--- src/rtl/pe_row_feeder.sv ---
// Row feeder for a weight-stationary systolic row: loads one weight into the first PE,
// streams the job's activations, then drives zeros so the partial sums flush out.
module pe_row_feeder #(
  parameter int int_bits     = 13,
  parameter int LEN_W        = 8,
  parameter int DRAIN_CYCLES = 4
) (
  input  logic                clk,
  input  logic                reset,
  input  logic                start,
  input  logic [int_bits-1:0] weight_in,
  input  logic [LEN_W-1:0]    num_elems,
  input  logic                s_valid,
  input  logic [int_bits-1:0] s_data,
  output logic                s_ready,
  output logic [int_bits-1:0] out_ele,
  output logic                weight_en,
  output logic                busy,
  output logic                done
);

  typedef enum logic [2:0] {
    IDLE   = 3'd0,
    WSETUP = 3'd1,
    WPULSE = 3'd2,
    STREAM = 3'd3,
    DRAIN  = 3'd4
  } state_e;

  // A zero-length drain would skip the flush entirely, so it is stretched to one cycle.
  localparam int                DrainLast = (DRAIN_CYCLES < 1) ? 1 : DRAIN_CYCLES;
  localparam logic [LEN_W:0]    DrainTgt  = DrainLast[LEN_W:0];

  state_e               state_q, state_d;
  logic [int_bits-1:0]  weight_q, weight_d;
  logic [LEN_W-1:0]     len_q, len_d;
  logic [LEN_W-1:0]     cnt_q, cnt_d;
  logic [int_bits-1:0]  out_ele_q, out_ele_d;
  logic                 weight_en_q, weight_en_d;
  logic                 done_q, done_d;
  logic [LEN_W:0]       cnt_inc;

  // One extra bit so a full 2^LEN_W-1 job compares without wrapping.
  assign cnt_inc = {1'b0, cnt_q} + {{LEN_W{1'b0}}, 1'b1};

  // State register
  always_ff @(posedge clk or posedge reset) begin
    if (reset) begin
      state_q <= IDLE;
    end else begin
      // NOTE: non-blocking assignments so every flop samples the pre-edge values.
      state_q <= state_d;
    end
  end

  // Datapath registers
  always_ff @(posedge clk or posedge reset) begin
    if (reset) begin
      weight_q    <= '0;
      len_q       <= '0;
      cnt_q       <= '0;
      out_ele_q   <= '0;
      weight_en_q <= 1'b0;
      done_q      <= 1'b0;
    end else begin
      weight_q    <= weight_d;
      len_q       <= len_d;
      cnt_q       <= cnt_d;
      out_ele_q   <= out_ele_d;
      weight_en_q <= weight_en_d;
      done_q      <= done_d;
    end
  end

  // Next-state and next-datapath logic
  always_comb begin
    // NOTE: every _d gets a default first, so no branch can leave one unassigned and infer a latch.
    state_d     = state_q;
    weight_d    = weight_q;
    len_d       = len_q;
    cnt_d       = cnt_q;
    out_ele_d   = out_ele_q;
    weight_en_d = 1'b0;
    done_d      = 1'b0;

    unique case (state_q)
      IDLE: begin
        out_ele_d = '0;
        if (start) begin
          weight_d  = weight_in;
          len_d     = num_elems;
          out_ele_d = weight_in;
          state_d   = WSETUP;
        end
      end
      WSETUP: begin
        // Weight has been stable on the bus for a full cycle before the strobe rises.
        out_ele_d   = weight_q;
        weight_en_d = 1'b1;
        state_d     = WPULSE;
      end
      WPULSE: begin
        out_ele_d = '0;
        cnt_d     = '0;
        state_d   = (len_q != '0) ? STREAM : DRAIN;
      end
      STREAM: begin
        if (s_valid) begin
          out_ele_d = s_data;
          cnt_d     = cnt_inc[LEN_W-1:0];
          if (cnt_inc == {1'b0, len_q}) begin
            cnt_d   = '0;
            state_d = DRAIN;
          end
        end else begin
          out_ele_d = '0;
        end
      end
      DRAIN: begin
        out_ele_d = '0;
        cnt_d     = cnt_inc[LEN_W-1:0];
        if (cnt_inc == DrainTgt) begin
          cnt_d   = '0;
          done_d  = 1'b1;
          state_d = IDLE;
        end
      end
      default: begin
        out_ele_d = '0;
        state_d   = IDLE;
      end
    endcase
  end

  // Outputs decoded from the state register only; s_ready never looks at s_valid.
  always_comb begin
    busy    = (state_q != IDLE);
    s_ready = (state_q == STREAM);
  end

  assign out_ele   = out_ele_q;
  assign weight_en = weight_en_q;
  assign done      = done_q;

endmodule

--- config.mk ---
export PLATFORM = sky130hd
export DESIGN_NAME = pe_row_feeder
export DESIGN_NICKNAME = d
export VERILOG_FILES = /design/src/rtl/pe_row_feeder.sv
export SDC_FILE = /design/constraint.sdc
export NUM_CORES = 1
export LEC_CHECK = 0
export CORE_MARGIN = 2
export CORE_UTILIZATION = 39
export CTS_BUF_LIST = sky130_fd_sc_hd__clkbuf_4
export CTS_CLUSTER_SIZE = 30
export DETAILED_ROUTE_END_ITERATION = 16
export GPL_TIMING_DRIVEN = 0
export MAX_ROUTING_LAYER = met4
export PLACE_DENSITY = 0.67
export SLEW_MARGIN = 0
export SYNTH_ARGS = -nofsm -noshare
export SYNTH_HDL_FRONTEND = slang
export SYNTH_SLANG_ARGS = --single-unit
export TNS_END_PERCENT = 1
--- constraint.sdc ---
create_clock -name clk -period 2 [get_ports clk]
set_input_delay 0.4 -clock clk [delete_from_list [all_inputs] [get_ports clk]]
set_output_delay 0.4 -clock clk [all_outputs]
set_load 0.01 [all_outputs]
* After elaboration in Yosys (flattened, before gate mapping)
Index checks and enable logic that the tools add are counted.
Word-level totals: register bits 47, output and inout port bits 17, word-level logic and storage cells 41, input bits 38
Cells by class: mux-type cells 16, eq/ne operators 10, reduce and logical (&&, ||, !) cells 7, $add $sub $neg 1
Operator list (count):
- one-hot mux 13 bit (3 select lines) | 1
- 2-to-1 mux 13 bit | 2
- 2-to-1 mux 8 bit | 3
- one-hot mux 8 bit (3 select lines) | 1
- 2-to-1 mux 3 bit | 5
- one-hot mux 3 bit (5 select lines) | 1
- adder 8 x 1 -> 9 bit, second input constant | 1
- == test 9 x 3 -> 1 bit, second input constant | 1
- == test 9 x 8 -> 1 bit | 1
- nonzero test 8 bit | 1
- == test 3 x 2 -> 1 bit, second input constant | 2
- != test 2 bit, second input constant | 3
- nonzero test 3 bit | 2
- AND reduction 2 bit | 2
- AND reduction 4 bit | 1
- == test 3 x 1 -> 1 bit, second input constant | 1
- == test 3 bit, second input constant | 1
- logical NOT 3 bit | 1
- 2-to-1 mux 1 bit | 3
- != test 2 x 1 -> 1 bit, second input constant | 1

* Depth between registers and ports, before layout
Gate-level depths: netlist of run 1.
depth after elaboration 5, gate-level depth with buffers 8, gate-level depth less buffers 7

* Least setup slack after synthesis of run 1
No wires, ideal clock.
kind reg2reg, from register cnt_q[0], to register state_q[1], arrival time 2053 ps, clock period less this slack 2177 ps, slack -177 ps, stages on the path, launching flop included 8, library setup time 124 ps, cells stage by stage dfrtp_1 -> ha_1 -> xor2_1 -> a211oi_1 -> o311ai_1 -> or4_1 -> buf_2 -> o31a_1
Between the ends: word-level cells in the longest chain between the ends 4, elaborated cells between the ends (all ways) 6, classes of those cells 1 x add/sub; 4 x eq/ne; 1 x reduce/logical
Ends and longest elaborated chain:
- start: declaration | line 37 | logic [LEN_W-1:0] cnt_q, cnt_d;
- start signal: assignment | line 68 | cnt_q <= cnt_d;
- adder 8 x 1 -> 9 bit * | line 44 | assign cnt_inc = {1'b0, cnt_q} + {{LEN_W{1'b0}}, 1'b1};
- == test 9 x 3 -> 1 bit / == test 9 x 8 -> 1 bit (equally long branches) | line 122, 111
- != test 2 bit (no line) / != test 2 x 1 -> 1 bit (equally long branches)
- AND reduction 4 bit (no line) *
- end signal: assignment | line 52 | state_q <= state_d;
- end: declaration | line 34 | state_e state_q, state_d;
Mark *: on every way between the ends. The rest lies on a longest branch, timed or not. A chain may end at the register's enable or synchronous reset.

* Worst setup path after layout of run 1
from register cnt_q[2], to register state_q[1]
Same word-level chain as after synthesis.

==> results.cfg, run 1 <==
[clocking]
cts.sinks = 47
cts_max_path_buffers = 2
root_buffer = clkbuf_4
clk_pin_slew_worst_paths_ns = 0.15
cts_max_level = 2
cts_tree = yes
cts_made_buffers = 5
clk_latency_ns = 0.37

[logic_synthesis]
syn_avg_cell_area_um2 = 8.64
synth_simple_gate_area_share_pct = 27.5
synth_area_leaders = dfrtp_1, nand2_1, a22oi_1
synth-async-reset-ratio_pct = 100
synth_nets = 313
ys_seq_elements = 47
seq_area_frac_synth_pct = 49.7
yosysWarningCount = 0
synthDistinctLibCells = 43
yosys-mux-area-fraction_pct = 0
synth-edff-count = 0
synth_top_cell_area_share_pct = 49.7
ys.flop_type = dfrtp_1
synth_xor_area_share_pct = 3.65
synth-compound-area-share_pct = 14.2
syn_area_mm2 = 0.00237
synth_fa_ha_area_share_pct = 0.529
synth_top_family_by_area = simple AND/OR/NAND/NOR gates
yosys.area.top_type = dfrtp_1
netlist_instances = 274

[critical_path]
cp.arrival_ns = 2.42
crit_slowest_cell = or4_1
critPathKind = flip-flop to flip-flop
critPathMaxFanout = 10
critPathMaxStageDelay_ns = 0.49
regToRegSetupSlack_ns = -0.15
crit_chain = buf_2, and3_1, nor3_1, nor3b_1, or4_1, buf_6, o31a_1
end_kind = flip-flop
startpoint_type = flip-flop
crit_family = simple AND/OR/NAND/NOR gates
crit_buf_inv = 2
cp.required_ns = 2.27

[sta]
final.min_clock_period_ns = 2.15
setup_viol = 9
fin_ws_ns = -0.150
worstMarginPinSlew_ns = 0.710
finalCritPeriodShare_pct = 107
rsz0062_at_grt = true
final_hold_viol_count = 0
clock_skew_ns = 0.0148
whs_ns = 0.304
slew-limit-headroom_pct = 52.7
clock.fmax_mhz = 465
slew_violations = 0

[floorplan]
start_util_pct = 40.2
core_area_mm2 = 0.00589
die_x_um = 81.9
die_y_um = 81.9
io_pins = 55
die_area_mm2 = 0.00671
rows = 28

[final_layout]
syn2layout_area_growth_pct = 34.4
final_cell_mix = nand2_1, clkdlybuf4s50_1, dfrtp_1
fillCellCount = 551
nets = 378
drive_gt1_share_pct = 12.4
diodes = 0
final_util_pct = 54.0
final_common_cell = nand2_1

[global_route]
grtUsageTotal_pct = 18.8
grt_pass1_wl_um = 9420
grt_max_degree = 33
overflow = 0
antenna_found_initial = 0
grt_pass1_vias = 2026

[detailed_routing]
detail_route.iter0.violations = 116
drcViolationCount = 0
wire_per_inst_um = 13.7
drtAntennaViolNets = 0
num_vias = 2131
dr.pass1.iters = 4
wl_met3_um = 252
post_drt_via_cell_ratio = 5.13
wl_met2_um = 2720
top_layer_used = met4
wl_met1_um = 2640
routed_wl_um = 5670

[outcome]
violations = setup timing
status = complete, but fails checks

[place]
gp_congestion = 0.806
portBuffers = 54
dp_hpwl_um = 4200

[power]
leakage_nw = 1.47
p_per_area_mw_per_mm2 = 1100
ir_worst_vdd_uv = 491

[job]
maxCapViolations = 0

[worst_hold_path]
min_path_type = primary input to async pin
synth_stat cells, types with 3 or more instances:
cell and number:
clkbuf_1 10, a21oi_1 14, o21ai_0 5, nand2b_1 6, a22oi_1 14, dfrtp_1 47
nor3_1 7, nor2_1 7, nor4_1 3, nand3_1 5, xor2_1 6, a211oi_1 4
buf_2 5, and3_1 6, nand2_1 95, inv_1 7
timing repair:
action / CTS / global route
hold buffers: 0 / 0
pin swaps: 1 / 1
resized for setup: 12 / 4
buffers inserted: 6 / 0
endpoints found under the setup margin: 23 / 12
state kept, by name, summed over array words and instances, names as in the netlist:
| signal | flops |
|---|---|
| cnt_q | 8 |
| done | 1 |
| len_q | 8 |
| out_ele | 13 |
| state_q | 3 |
| weight_en | 1 |
| weight_q | 13 |
report_power, final:
part | leakage [nW] | switching, mW | internal (mW) | total (mW)
clock network | 0.0330 | 0.319 | 0.136 | 0.455
registers | 0.600 | 0.238 | 1.30 | 1.54
logic | 0.834 | 0.756 | 0.742 | 1.50
area by class of cell:
type                       count  area [um^2]  area share [%]
sequential                    47         1180            37.1
multi-input combinational    203         1150            36.0
timing repair buffer          61          604            19.0
tap                           75         93.8            2.95
buffer                        14         73.8            2.32
clock buffer                   5         37.5            1.18
inverter                       7         26.3           0.826
clock inverter                 3         17.5           0.551
final timing paths:
path,to,depth (start not counted),startpoint
max in group asynchronous,cnt_q[0],3,reset
setup / recovery,state_q[1],7,cnt_q[2]
setup reg to reg,state_q[1],7,cnt_q[2]
hold reg to reg,weight_q[5],2,weight_q[5]
min in group clk,weight_q[5],2,weight_q[5]
hold / removal,done,2,reset
layer usage:
metal  vias up  track usage, %
met4         0            5.33
met3         6            3.30
met5         -               -
li1       1059               -
met1      1015            25.5
met2        51            28.9
worst register-to-register path: cells and delay by family, from the launching register on:
| kind | cells | cell delay, ns |
|---|---|---|
| flip-flops | 1 | 0.42 |
| AO/OA/AOI/OAI | 1 | 0.24 |
| buffers and inverters | 2 | 0.35 |
| AND/OR/NAND/NOR | 4 | 1.06 |
per-stage QoR:
stage / instance area (um^2) / power [mW] / TNS (ns) / cells / worst slack [ns]
after floorplan: 2380 / 2.37 / 0 / 274 / 0.0171
after global placement: 3020 / 2.91 / -27.61 / 403 / -0.518
after detailed placement: 3040 / 2.95 / -3.63 / 404 / -0.288
after CTS: 3160 / 3.47 / -0.983 / 415 / -0.134
after global routing: 3180 / 3.76 / -1.87 / 415 / -0.245
final: 3180 / 3.49 / -0.795 / 415 / -0.150
kinds of logic (layout without fill, tap and decap cells):
group,count (synthesis),in the layout
adder cells (fa/ha/maj),1,1
XOR/XNOR,9,9
flip-flops,47,47
buffers and inverters,24,90
AO/OA/AOI/OAI,50,50
AND/OR/NAND/NOR,143,143
Note: power is estimated with default switching activity, not from simulation.
==> run 2: changes to the inputs <==
- RECOVER_POWER: unset -> 100
==> results.cfg, run 2 (same netlist as run 1, synthesis figures left out) <==
[clocking]
root_buffer = clkbuf_4
cts_max_path_buffers = 2
clk_pin_slew_worst_paths_ns = 0.15
cts.sinks = 47
cts_max_level = 2
cts_tree = yes
clk_latency_ns = 0.37
cts_made_buffers = 5

[worst_hold_path]
min_path_type = flip-flop to flip-flop
whs_path_depth = 2

[detailed_routing]
dr.pass1.iters = 4
wire_per_inst_um = 13.7
routed_wl_um = 5670
detail_route.iter0.violations = 110
post_drt_via_cell_ratio = 5.11
num_vias = 2119
drcViolationCount = 0
drtAntennaViolNets = 0

[global_route]
overflow = 0
grt_pass1_vias = 2026
grt_pass1_wl_um = 9420
antenna_found_initial = 0
grt.busiest_layer = met2
met2_usage_pct = 28.9
grt_max_degree = 33
grtUsageTotal_pct = 18.8
met3_usage_pct = 3.30
use_met1_pct = 25.5

[place]
portBuffers = 54
dp_hpwl_um = 4200
dp_slack_ns = -0.288
gp_congestion = 0.806

[critical_path]
startpoint_type = flip-flop
cp.arrival_ns = 2.42
critPathMaxFanout = 10
critPathKind = flip-flop to flip-flop
cp.required_ns = 2.27
reg2regPathDepth = 7
end_kind = flip-flop

[sta]
final_hold_viol_count = 0
rsz0062_at_grt = true
tns_ns = -0.831
slew_violations = 0
fin_ws_ns = -0.149
final.min_clock_period_ns = 2.15
worstMarginPinSlew_ns = 0.801
setup_viol = 9
slew-limit-headroom_pct = 46.6
clock_skew_ns = 0.0158
finalCritPeriodShare_pct = 107
clock.fmax_mhz = 465

[floorplan]
die_x_um = 81.9
core_area_mm2 = 0.00589
rows = 28
start_util_pct = 40.2
io_pins = 55
die_area_mm2 = 0.00671
die_y_um = 81.9

[final_layout]
final_cell_mix = nand2_1, dfrtp_1, clkdlybuf4s50_1
fillCellCount = 554
diodes = 0
nets = 378
drive_gt1_share_pct = 11.8
syn2layout_area_growth_pct = 33.7
final_common_cell = nand2_1

[outcome]
status = complete, but fails checks
violations = setup timing

[power]
leakage_nw = 1.50
p_per_area_mw_per_mm2 = 1080
ir_worst_vdd_uv = 491

[job]
maxCapViolations = 0
[run 2: changes by cell type in the layout (fill, tap and decap cells not counted), sizes merged]
cell,delta
clkbuf,+2
clkdlybuf4s50,-16
dlygate4sd3,+16
buf,-2
[run 2: metal layers]
layer	wire length, um	vias up
met5	0	-
met4	69	0
met3	272	8
met2	2720	47
met1	2610	1005
li1	-	1059
[run 2: through the flow]
step,instance area (um^2),power [mW],hold slack (ns),std cells,utilization [%]
finish,3160,3.43,0.497,415,53.8
global route,3160,3.71,0.526,415,53.8
CTS,3160,3.47,0.310,415,53.6
detailed placement,3040,2.95,0.467,404,51.6
global placement,3020,2.91,0.459,403,51.3
floorplan,2380,2.37,0.446,274,-
[run 2: repair_timing]
item | 4_1_cts | 5_1_grt
hold buffers | 0 | 0
resized for setup | 12 | 4
buffers inserted | 6 | 0
cloned | 0 | 0
setup endpoints to repair | 23 | 12
pin swaps | 1 | 1
[run 2: layout make-up]
cell class / count / area (um^2) / area share (%)
Buffer: 14 / 73.8 / 2.33
Clock buffer: 5 / 37.5 / 1.19
Clock inverter: 3 / 17.5 / 0.554
Inverter: 7 / 26.3 / 0.830
Multi-Input combinational cell: 203 / 1150 / 36.2
Sequential cell: 47 / 1180 / 37.3
Tap cell: 75 / 93.8 / 2.97
Timing Repair Buffer: 61 / 589 / 18.6
[run 2: worst max-delay path: stages, from the launching register on]
cell     delay (ns)
dfrtp_1        0.42
buf_2          0.19
and3_1         0.25
nor3_1         0.20
nor3b_1        0.11
or4_1          0.49
buf_6          0.16
o31a_1         0.24
[run 2: worst paths after layout]
check                      slack, ns         from           to
hold reg to reg                 0.50  weight_q[5]  weight_q[5]
min in group asynchronous       0.51        reset         done
setup / recovery               -0.15     cnt_q[2]   state_q[1]
setup reg to reg               -0.15     cnt_q[2]   state_q[1]
max in group asynchronous       0.26        reset   state_q[2]
hold / removal                  0.50  weight_q[5]  weight_q[5]
[run 2: power breakdown]
group / switching, mW / internal [mW]
clock: 0.317 / 0.136
combinational: 0.757 / 0.692
sequential: 0.233 / 1.30
==> run 3: changes to the inputs <==
- CELL_PAD_IN_SITES_DETAIL_PLACEMENT: unset -> 0
- CELL_PAD_IN_SITES_GLOBAL_PLACEMENT: unset -> 2
- CORE_UTILIZATION: 39 -> 27
- PLACE_DENSITY: 0.67 -> unset
- PLACE_DENSITY_LB_ADDON: unset -> 0.1
==> results.cfg, run 3 (same netlist as run 1, synthesis figures left out) <==
[global_route]
grt_pass1_vias = 2078
grtUsageTotal_pct = 14.2
overflow = 0
grt_pass1_wl_um = 10600
antenna_found_initial = 0
grt_max_degree = 40

[place]
portBuffers = 54
gp_congestion = 0.729
post-place-cells = 437
dp_hpwl_um = 4550
dp_slack_ns = -0.351

[sta]
worstMarginPinSlew_ns = 0.915
setup_viol = 12
rsz0062_at_grt = true
finalCritPeriodShare_pct = 107
clock_skew_ns = 0.0145
fin_ws_ns = -0.150
slew-limit-headroom_pct = 39.0
final_hold_viol_count = 0
final.min_clock_period_ns = 2.15
clock.fmax_mhz = 465
slew_violations = 0
whs_ns = 0.424

[final_layout]
fillCellCount = 891
syn2layout_area_growth_pct = 40.6
drive_gt1_share_pct = 14.7
nets = 385
final_common_cell = nand2_1
final_cell_mix = nand2_1, clkdlybuf4s50_1, dfrtp_1
final_util_pct = 38.7
diodes = 0
stdcell_count = 455

[detailed_routing]
num_vias = 2125
drtAntennaViolNets = 0
routed_wl_um = 6520
post_drt_via_cell_ratio = 4.67
dr.pass1.iters = 4
drcViolationCount = 0
wire_per_inst_um = 14.3
detail_route.iter0.violations = 73

[clocking]
cts_hold_buf = 0
cts_made_buffers = 5
cts_max_path_buffers = 2
clk_pin_slew_worst_paths_ns = 0.15
clk_latency_ns = 0.37
cts_max_level = 2
root_buffer = clkbuf_4
cts.sinks = 47
cts_tree = yes

[critical_path]
end_kind = flip-flop
crit_slowest_cell = or4_1
startpoint_type = flip-flop
cp.arrival_ns = 2.42
crit_buf_inv = 2
cp.required_ns = 2.27
critPathMaxFanout = 8
crit_family = simple AND/OR/NAND/NOR gates
critPathMaxStageDelay_ns = 0.54
crit_chain = buf_2, xor2_2, nand4_1, nor3b_2, or4_1, buf_6, a21oi_4, a21oi_1
critPathKind = flip-flop to flip-flop

[floorplan]
rows = 34
die_area_mm2 = 0.00953
io_pins = 55
core_area_mm2 = 0.00859
die_y_um = 97.6
start_util_pct = 27.5
die_x_um = 97.6

[outcome]
status = complete, but fails checks
violations = setup timing

[power]
leakage_nw = 1.51
ir_worst_vdd_uv = 441
p_per_area_mw_per_mm2 = 1090

[job]
maxCapViolations = 0

[worst_hold_path]
min_path_type = primary input to async pin
==> run 3: final timing paths <==
path	startpoint	end	slack [ns]	depth (start not counted)
setup / recovery	cnt_q[7]	cnt_q[0]	-0.15	8
hold / removal	reset	len_q[5]	0.42	2
setup reg to reg	cnt_q[7]	cnt_q[0]	-0.15	8
hold reg to reg	weight_q[7]	weight_q[7]	0.49	2
max in group asynchronous	reset	cnt_q[6]	0.31	3
min in group clk	weight_q[7]	weight_q[7]	0.49	2
==> run 3: metal layers <==
metal	track usage (%)	wire length, um	share of wire, %
met1	20.0	3280	50
met2	21.3	2980	46
met3	2.59	208	3.2
met4	3.21	59	0.90
met5	-	0	0
==> run 3: area by class of cell <==
cell class                 instances  area [um^2]  share of cell area, %
clock buffer                       5         37.5                   1.13
timing repair buffer              68          642                   19.3
multi-input combinational        203         1200                   36.0
sequential                        47         1180                   35.5
clock inverter                     3         17.5                  0.527
tap                              108          135                   4.06
buffer                            14         88.8                   2.67
inverter                           7         26.3                  0.790
==> run 3: timing repair <==
| action | CTS | global route |
|---|---|---|
| setup endpoints to repair | 22 | 21 |
| setup buffers | 6 | 7 |
| gates resized for setup | 8 | 20 |
| pin swaps | 1 | 6 |
==> run 3: through the flow <==
step / setup TNS, ns / power (mW) / cell area [um^2]
after global routing: -3.74 / 3.91 / 3330
final: -0.997 / 3.63 / 3330
after CTS: -1.12 / 3.50 / 3190
after global placement: -36.56 / 2.96 / 3060
after detailed placement: -4.77 / 2.96 / 3080
after floorplan: 0 / 2.37 / 2380
==> run 3: report_power, final <==
part	switching [mW]	total, mW	internal [mW]
registers	0.256	1.55	1.30
logic	0.787	1.60	0.809
clock network	0.339	0.476	0.137
